[config.mk]
export PLATFORM = sky130hd
export DESIGN_NAME = mem_access_unit
export DESIGN_NICKNAME = d
export VERILOG_FILES = /design/src/rtl/mem_access_unit_pkg.sv /design/src/rtl/mem_access_unit_load_align.sv /design/src/rtl/mem_access_unit.sv
export SDC_FILE = /design/constraint.sdc
export NUM_CORES = 1
export LEC_CHECK = 0
export ABC_AREA = 1
export CAP_MARGIN = 10
export CORE_ASPECT_RATIO = 1.5
export CORE_MARGIN = 2
export CORE_UTILIZATION = 32
export DETAILED_ROUTE_END_ITERATION = 8
export PLACE_DENSITY_LB_ADDON = 0.05
export RECOVER_POWER = 50
export SLEW_MARGIN = 20
export SYNTH_ARGS = -nofsm -noshare
export SYNTH_HDL_FRONTEND = slang
export SYNTH_SLANG_ARGS = --single-unit
[constraint.sdc]
create_clock -name clk -period 10.2 [get_ports clk]
set_clock_uncertainty 0.05 [all_clocks]
set_input_delay 2.04 -clock clk [delete_from_list [all_inputs] [get_ports clk]]
set_output_delay 2.04 -clock clk [all_outputs]
set_load 0.01 [all_outputs]
[src/rtl/mem_access_unit_pkg.sv]
// mem_access_unit_pkg: opcodes, load/store funct3 encodings and FSM states for the memory stage.
package mem_access_unit_pkg;
  localparam logic [6:0] OPCODE_LOAD   = 7'b0000011;
  localparam logic [6:0] OPCODE_STORE  = 7'b0100011;
  localparam logic [6:0] OPCODE_BRANCH = 7'b1100011;
  localparam logic [6:0] OPCODE_OP     = 7'b0110011;
  localparam logic [6:0] OPCODE_OPIMM  = 7'b0010011;
  localparam logic [2:0] LSU_FUNCT3_LB  = 3'b000;
  localparam logic [2:0] LSU_FUNCT3_LH  = 3'b001;
  localparam logic [2:0] LSU_FUNCT3_LW  = 3'b010;
  localparam logic [2:0] LSU_FUNCT3_LBU = 3'b100;
  localparam logic [2:0] LSU_FUNCT3_LHU = 3'b101;
  localparam logic [2:0] LSU_FUNCT3_SB  = 3'b000;
  localparam logic [2:0] LSU_FUNCT3_SH  = 3'b001;
  localparam logic [2:0] LSU_FUNCT3_SW  = 3'b010;
  typedef enum logic [1:0] {IDLE, REQ, WAIT_RSP} mau_state_e;
endpackage

[src/rtl/mem_access_unit_load_align.sv]
// load_align: selects the addressed byte/halfword of a raw load word and sign/zero-extends it.
module load_align
  import mem_access_unit_pkg::*;
(
  input  logic [2:0]  funct3_i,
  input  logic [1:0]  lane_i,
  input  logic [31:0] word_i,
  output logic [31:0] data_o
);
  logic [7:0]  bt;
  logic [15:0] half;
  logic        sgn;
  assign bt   = word_i[{lane_i, 3'b000} +: 8];
  assign half = lane_i[1] ? word_i[31:16] : word_i[15:0];
  assign sgn  = funct3_i != LSU_FUNCT3_LBU && funct3_i != LSU_FUNCT3_LHU;
  always_comb
    data_o = funct3_i[1]         ? word_i :
             funct3_i[0]         ? {{16{half[15] & sgn}}, half} :
                                   {{24{bt[7] & sgn}}, bt};
endmodule

[src/rtl/mem_access_unit.sv]
// mem_access_unit: rv32i memory stage; issues data-memory requests, aligns loads and emits one
// registered writeback record per accepted instruction.
module mem_access_unit
  import mem_access_unit_pkg::*;
#(
  parameter int DWIDTH = 32,
  parameter int AWIDTH = 32
) (
  input  logic              clk,
  input  logic              reset,
  input  logic              ex_valid_i,
  output logic              ex_ready_o,
  input  logic [6:0]        opcode_i,
  input  logic [2:0]        funct3_i,
  input  logic [DWIDTH-1:0] alu_res_i,
  input  logic [DWIDTH-1:0] rs2_i,
  input  logic [4:0]        rd_i,
  output logic              dmem_req_valid_o,
  input  logic              dmem_req_ready_i,
  output logic [AWIDTH-1:0] dmem_addr_o,
  output logic              dmem_we_o,
  output logic [3:0]        dmem_be_o,
  output logic [DWIDTH-1:0] dmem_wdata_o,
  input  logic              dmem_rsp_valid_i,
  input  logic [DWIDTH-1:0] dmem_rdata_i,
  output logic              wb_valid_o,
  output logic              wb_we_o,
  output logic [4:0]        wb_rd_o,
  output logic [DWIDTH-1:0] wb_data_o,
  output logic              misalign_o
);
  mau_state_e        state_q;
  logic [2:0]        funct3_q;
  logic [1:0]        lane_q;
  logic [4:0]        rd_q;
  logic              is_ld, is_st, f3_ok, mis_d;
  logic [1:0]        a;
  logic [3:0]        be_d;
  logic [DWIDTH-1:0] wdata_d, ld_val;

  assign a     = alu_res_i[1:0];
  assign is_ld = opcode_i == OPCODE_LOAD;
  assign is_st = opcode_i == OPCODE_STORE;
  assign f3_ok = is_ld ? funct3_i inside {LSU_FUNCT3_LB, LSU_FUNCT3_LH, LSU_FUNCT3_LW,
                                          LSU_FUNCT3_LBU, LSU_FUNCT3_LHU}
                       : funct3_i inside {LSU_FUNCT3_SB, LSU_FUNCT3_SH, LSU_FUNCT3_SW};
  // Unsupported widths are reported through the misalign path so they never reach memory.
  assign mis_d = !f3_ok || (funct3_i[1:0] == 2'b01 && a[0]) || (funct3_i[1:0] == 2'b10 && a != 2'b00);
  assign be_d  = !is_st                  ? 4'b1111 :
                 funct3_i[1:0] == 2'b00  ? 4'b0001 << a :
                 funct3_i[1:0] == 2'b01  ? 4'b0011 << a : 4'b1111;
  assign wdata_d = funct3_i[1:0] == 2'b00 ? {4{rs2_i[7:0]}} :
                   funct3_i[1:0] == 2'b01 ? {2{rs2_i[15:0]}} : rs2_i;
  assign ex_ready_o = state_q == IDLE;

  load_align u_align (
    .funct3_i (funct3_q),
    .lane_i   (lane_q),
    .word_i   (dmem_rdata_i),
    .data_o   (ld_val)
  );

  always_ff @(posedge clk or posedge reset) begin
    if (reset) begin
      state_q          <= IDLE;
      funct3_q         <= '0;
      lane_q           <= '0;
      rd_q             <= '0;
      dmem_req_valid_o <= 1'b0;
      dmem_addr_o      <= '0;
      dmem_we_o        <= 1'b0;
      dmem_be_o        <= '0;
      dmem_wdata_o     <= '0;
      wb_valid_o       <= 1'b0;
      wb_we_o          <= 1'b0;
      wb_rd_o          <= '0;
      wb_data_o        <= '0;
      misalign_o       <= 1'b0;
    end else begin
      wb_valid_o <= 1'b0;
      wb_we_o    <= 1'b0;
      misalign_o <= 1'b0;
      case (state_q)
        IDLE: if (ex_valid_i) begin
          funct3_q <= funct3_i;
          lane_q   <= a;
          rd_q     <= rd_i;
          if (!(is_ld || is_st)) begin
            wb_valid_o <= 1'b1;
            wb_we_o    <= opcode_i != OPCODE_BRANCH && rd_i != 5'd0;
            wb_rd_o    <= rd_i;
            wb_data_o  <= alu_res_i;
          end else if (mis_d) begin
            wb_valid_o <= 1'b1;
            misalign_o <= 1'b1;
            wb_rd_o    <= rd_i;
            wb_data_o  <= '0;
          end else begin
            state_q          <= REQ;
            dmem_req_valid_o <= 1'b1;
            dmem_addr_o      <= {alu_res_i[AWIDTH-1:2], 2'b00};
            dmem_we_o        <= is_st;
            dmem_be_o        <= be_d;
            dmem_wdata_o     <= wdata_d;
          end
        end
        REQ: if (dmem_req_ready_i) begin
          dmem_req_valid_o <= 1'b0;
          state_q          <= dmem_we_o ? IDLE : WAIT_RSP;
          if (dmem_we_o) begin
            wb_valid_o <= 1'b1;
            wb_rd_o    <= rd_q;
            wb_data_o  <= '0;
          end
        end
        WAIT_RSP: if (dmem_rsp_valid_i) begin
          state_q    <= IDLE;
          wb_valid_o <= 1'b1;
          wb_we_o    <= rd_q != 5'd0;
          wb_rd_o    <= rd_q;
          wb_data_o  <= ld_val;
        end
        default: state_q <= IDLE;
      endcase
    end
  end
endmodule

==> results of run 1 <==
[final cells by class]
| cell class | instances | area share |
|---|---|---|
| inverters | 66 | 0.02686 |
| clock buffers | 18 | 0.04629 |
| repair buffers | 228 | 0.2451 |
| flip-flops and latches | 120 | 0.3239 |
| multi-input cells | 625 | 0.3067 |
| clock inverters | 13 | 0.01606 |
| well taps | 260 | 0.03509 |
[metal layers]
metal / vias to the layer above / global-route usage / part of all wire
li1: 3139 / - / -
met1: 2937 / 0.2484 / 0.41
met2: 194 / 0.3784 / 0.52
met3: 20 / 0.05251 / 0.056
met4: 0 / 0.06250 / 0.014
met5: - / 0 / 0
[layout by cell type (no fill, tap or decap), types with 2 or more instances in the layout]
cell type        count
o22ai_1              3
o21ai_1             17
nor2_2               3
nand2b_1             6
a221oi_1             6
clkinvlp_4           3
ha_1                 8
bufinv_16            2
buf_4                4
or2_2                2
nor2_4               2
nand3_1             65
nor2_1              23
o21ai_0             84
conb_1               2
nor3_1               3
inv_2                6
nand2_1            357
dlygate4sd3_1      111
nand4_1              9
a21oi_1             18
clkinv_4             5
dfrtp_1            120
clkbuf_16           17
inv_1               58
clkdlybuf4s50_1    113
o21ai_2              3
inv_6                2
nand2_2              2
[stage by stage]
step	utilization	hold slack, ns	worst slack (ns)
6_report	0.4724	0.4115	5.165
5_1_grt	0.4724	0.4285	4.880
4_1_cts	0.4724	0.4243	5.203
3_5_place_dp	0.4430	0.4094	4.751
3_3_place_gp	0.4430	0.4036	4.811
2_1_floorplan	-	0.4034	4.924
[worst max-delay path, stage by stage]
cell and delay [ns]:
dlygate4sd3_1 0.85, inv_1 0.39, nand2_1 0.16, nand2_2 0.11
o211ai_4 0.13, nor2_4 0.04, buf_4 0.32, inv_2 0.57
buf_4 0.50, o21ai_0 0.13
[where the power goes]
| group | switching [W] | internal [W] | leakage (nW) | total, W |
|---|---|---|---|---|
| logic | 0.000540 | 0.000346 | 2.92 | 0.000886 |
| registers | 0.0000859 | 0.000590 | 1.60 | 0.000676 |
| clock network | 0.000235 | 0.000361 | 0.273 | 0.000596 |
| total | 0.000861 | 0.00130 | 4.79 | 0.00216 |
[worst paths after layout]
| check | to |
|---|---|
| max | dmem_wdata_o[25] |
| min | dmem_addr_o[14] |
| max reg2reg | dmem_wdata_o[26] |
| min reg2reg | dmem_addr_o[14] |
| max in group asynchronous | dmem_addr_o[3] |
| min in group asynchronous | dmem_addr_o[27] |
[kinds of logic (layout without fill, tap and decap cells)]
group                    after synthesis  count (layout)  synth area share
AND/OR/NAND/NOR                      476             476            0.3082
AO/OA/AOI/OAI                        139             139            0.1217
flip-flops                           120             120            0.4718
buffers and inverters                111             325           0.08197
adder cells (fa/ha/maj)                8               8           0.01573
other                                  1               2         0.0005892
[sequential cells by signal (all words and copies together), names as in the netlist]
register and cells:
dmem_wdata_o 32, wb_we_o 1, state_q 2, dmem_addr_o 30, dmem_we_o 1, dmem_req_valid_o 1, wb_rd_o 5, rd_q 5
wb_data_o 32, misalign_o 1, wb_valid_o 1, funct3_q 3, dmem_be_o 4, lane_q 2
==> results.yml, run 1 <==
outcome:
  status: "finished, violations left"
  violations: "max-capacitance violations, max-slew violations"
setup_path:
  r2r.worst_path.cells: 9
  r2r-start: "state_q[1]"
  required_ns: 10.43
  cp.arrival_ns: 5.27
  cp-end-kind: "register"
  crit_start: "funct3_i[1]"
  crit_path_start_kind: "primary input"
  rrSetupSlack_ns: 6.93
  crit_fanout: 52
  worstSetupPathType: "in2reg"
place:
  dp_hpwl_um: 16210
  dp_cells: 1299
  portBuffers: 224
  place_area_mm2: 0.008695
  place_congestion: 0.9185
logic_synthesis:
  ys_types: 39
  syn_avg_cell_area_um2: 7.444
  synthTopCellsByArea: "dfrtp_1 47%, nand2_1 21%, o21ai_0 6.6%"
  syn_area_mm2: 0.006365
  ys_warn_count: 0
  ys_ff_latch: 120
  ys_async_sr_fraction: 1.000
  synthCells: 855
  synthTopCellsByCount: "357 x nand2_1, 120 x dfrtp_1, 84 x o21ai_0"
  yosysMostFrequentCell: "nand2_1"
  synthFlopType: "dfrtp_1"
  synth_seq_area_share: 0.4718
  synth_top_cell_by_area: "dfrtp_1"
  synth-edff-count: 0
  yosys.area.top_type_share: 0.4718
global_route:
  grt_start_max_net_pins: 75
  grt_pass1_wl_um: 34450
  grtUsageTotal: 0.2112
  grt_pass1_vias: 6290
  overflow: 0
  antenna_found_initial: 0
route:
  drt_wl_total_um: 21880
  via_per_inst: 4.729
  vias: 6290
  drt_iter0_markers: 352
  dr.pass1.iters: 5
  drcViolationCount: 0
  ant_nets: 0
  wl_per_cell_um: 16.45
pwr:
  ir_drop_mv: 0.08964
  power_w: 0.002158
  cellLeakagePower_nw: 4.786
  power_density_mw_per_mm2: 232.8
clock_tree:
  clkSinkCount: 120
  numCtsBuffers: 17
  cts_tree: "yes"
  path_clk_slew_ns: 0.06
  cts_resized: 0
  clock_path_buffers: 2
  cts_setup_buffers: 0
  clock_latency_ns: 0.41
  ctsHoldBuffers: 0
  cts_root_buffer: "clkbuf_16"
  htree_levels: 4
timing:
  maxSlewViolCount: 48
  max_freq_ghz: 0.1986
  tns_ns: 0
  setup_viol_count_final: 0
  tightest_slew_ns: 2.141
  finalHoldViolCount: 0
  finalCriticalPeriod_ns: 5.035
  slew-limit-headroom: -0.4351
  rsz0062_at_grt: "false"
  finalCritPeriodShare: 0.4936
cells_and_area:
  n_fill_cell: 1992
  postLayoutCellArea_mm2: 0.009271
  sequential_cell_area_mm2: 0.003003
  finalNonFillerCells: 1330
  fin_nets: 1182
  multiInputGateArea_mm2: 0.002844
  drive_gt1_frac: 0.05327
  synthToLayoutAreaGrowth_pct: 45.67
  num_antenna_cells: 0
die:
  initial_core_util: 0.3243
  die_x_um: 119.2
  rows: 63
  core_mm2: 0.01963
  ios: 227
  die_h_um: 176.7
  die-area_mm2: 0.02106
worst_hold_path:
  min_from: "dmem_addr_o[14]"
  hold_class: "reg2reg"
  whs_path_depth: 2
job:
  maxCapViolCount: 1
(Power assumes the default switching activity.)
==> run 2, diff against run 1 <==
==> constraint.sdc (replaced) <==
create_clock -name clk -period 4.7 [get_ports clk]
set_clock_uncertainty 0.05 [all_clocks]
set_input_delay 0.94 -clock clk [delete_from_list [all_inputs] [get_ports clk]]
set_output_delay 0.94 -clock clk [all_outputs]
set_load 0.01 [all_outputs]
==> results.yml, run 2 (synthesized netlist as in run 1, its figures left out) <==
outcome:
  status: "finished, violations left"
  violations: "max-capacitance violations, max-slew violations"
die:
  core_mm2: 0.01963
  die_x_um: 119.2
  ios: 227
  die_h_um: 176.7
  die-area_mm2: 0.02106
  rows: 63
  initial_core_util: 0.3243
setup_path:
  r2r-start: "state_q[0]"
  worstSetupPathType: "in2reg"
  cp-end-kind: "register"
  crit_fanout: 51
  crit_path_start_kind: "primary input"
  r2r.worst_path.cells: 8
  required_ns: 4.96
  worstReg2RegEnd: "dmem_wdata_o[9]"
  cp.arrival_ns: 3.49
  rrSetupSlack_ns: 2.16
route:
  via_per_inst: 4.732
  wl_per_cell_um: 16.54
  dr.pass1.iters: 5
  ant_nets: 0
  vias: 6298
  drt_wl_total_um: 22020
  drcViolationCount: 0
  drt_iter0_markers: 302
global_route:
  grt_pass1_vias: 6373
  antenna_found_initial: 0
  grtUsageTotal: 0.2120
  overflow: 0
  grt_start_max_net_pins: 65
  grt_pass1_wl_um: 34450
cells_and_area:
  num_antenna_cells: 0
  synthToLayoutAreaGrowth_pct: 46.83
  finalNonFillerCells: 1331
  drive_gt1_frac: 0.05509
  final_common_cell: "nand2_1"
  fin_nets: 1182
  mostFrequentLayoutCells: "357 x nand2_1, 178 x clkdlybuf4s50_1, 120 x dfrtp_1, 84 x o21ai_0, 65 x nand3_1"
  postLayoutCellArea_mm2: 0.009345
  biggestRegsByFlops: "dmem_wdata_o x32, wb_data_o x32, dmem_addr_o x30"
  post-route-util: 0.4761
pwr:
  pwr-share-seq: 0.306
  ir_drop_mv: 0.2109
  comb_power_share: 0.403
  p_switching_w: 0.001869
  switching_share: 0.3870
  power_density_mw_per_mm2: 516.7
  clkPwrFrac: 0.292
  internal-power_w: 0.002960
  cellLeakagePower_nw: 4.635
clock_tree:
  clock_latency_ns: 0.41
  clock_path_buffers: 2
  cts_resized: 0
  cts_tree: "yes"
  ctsHoldBuffers: 0
  htree_levels: 4
  cts_setup_buffers: 0
  cts_root_buffer: "clkbuf_16"
  clkSinkCount: 120
  path_clk_slew_ns: 0.06
  numCtsBuffers: 17
worst_hold_path:
  whs_path_depth: 2
  min_from: "wb_rd_o[2]"
  min_to: "wb_rd_o[2]"
  hold_class: "reg2reg"
timing:
  finalCriticalPeriod_ns: 3.233
  tns_ns: 0
  tightest_slew_ns: 2.649
  finalHoldViolCount: 0
  rsz0062_at_grt: "false"
  max_freq_ghz: 0.3093
  slew-limit-headroom: -0.7754
  setup_viol_count_final: 0
  finalCritPeriodShare: 0.6879
  worst_slack_ns: 1.467
  maxSlewViolCount: 57
place:
  place_congestion: 0.8897
  dp_hpwl_um: 16210
  dp_cells: 1299
  pre_cts_slack_ns: 1.046
  place_area_mm2: 0.008720
  portBuffers: 224
job:
  maxCapViolCount: 1
## run 2: cell count changes in the layout (fill, tap and decap cells not counted), sizes merged
| cell | previous run | this run |
|---|---|---|
| clkinv | 7 | 2 |
| clkinvlp | 4 | 6 |
| inv | 66 | 68 |
| clkdlybuf4s50 | 113 | 178 |
| dlygate4sd3 | 111 | 46 |
| bufinv | 2 | 4 |
## run 2: worst max-delay path by stage
stage | from | endpoint | slack, ns | cells after the start
detailed placement | funct3_i[1] | dmem_wdata_o[25] | 1.05 | 9
finish | funct3_i[1] | dmem_wdata_o[9] | 1.47 | 10
global route | funct3_i[1] | dmem_wdata_o[9] | 1.20 | 10
global placement | funct3_i[1] | dmem_wdata_o[26] | 1.12 | 9
floorplan | reset | dmem_addr_o[10] | 0.52 | 1
CTS | funct3_i[1] | dmem_wdata_o[9] | 1.45 | 10
## run 2: final cells by class
type / instances / area, µm²
Fill cell: 2003 / 10280
Sequential cell: 120 / 3003
Multi-Input combinational cell: 625 / 2844
Timing Repair Buffer: 228 / 2297
Clock buffer: 18 / 429.2
Tap cell: 260 / 325.3
Inverter: 66 / 249.0
Clock inverter: 14 / 197.7
## run 2: metal layers
metal / vias up / routed length (µm) / global-route usage / part of all wire
li1: 3145 / - / - / -
met1: 2927 / 8819 / 0.2414 / 0.40
met2: 201 / 11480 / 0.3898 / 0.52
met3: 25 / 1270 / 0.05058 / 0.058
met4: 0 / 441 / 0.06448 / 0.020
met5: - / 0 / 0 / 0
## run 2: per-stage QoR
step                power (W)  hold WS (ns)
detailed placement   0.003499        0.4077
finish               0.004829        0.4112
CTS                  0.004926        0.4229
global placement     0.003493        0.4035
floorplan            0.002674        0.4034
global route         0.005162        0.4347
## run 2: power groups by stage
stage,Combinational (W),Sequential (W),Clock [W]
4_1_cts,0.00201,0.00148,0.00143
5_1_grt,0.00218,0.00151,0.00148
2_1_floorplan,0.00116,0.00152,0
3_5_place_dp,0.00200,0.00150,0
6_report,0.00194,0.00148,0.00141
3_3_place_gp,0.00200,0.00150,0
## run 2: critical path, stage by stage
cell             delay, ns
clkdlybuf4s50_1       0.68
inv_1                 0.55
nand2_1               0.14
nand2_2               0.16
o211ai_4              0.12
nor2_4                0.11
buf_4                 0.48
nand2_1               0.12
o21ai_0               0.11
inv_1                 0.06
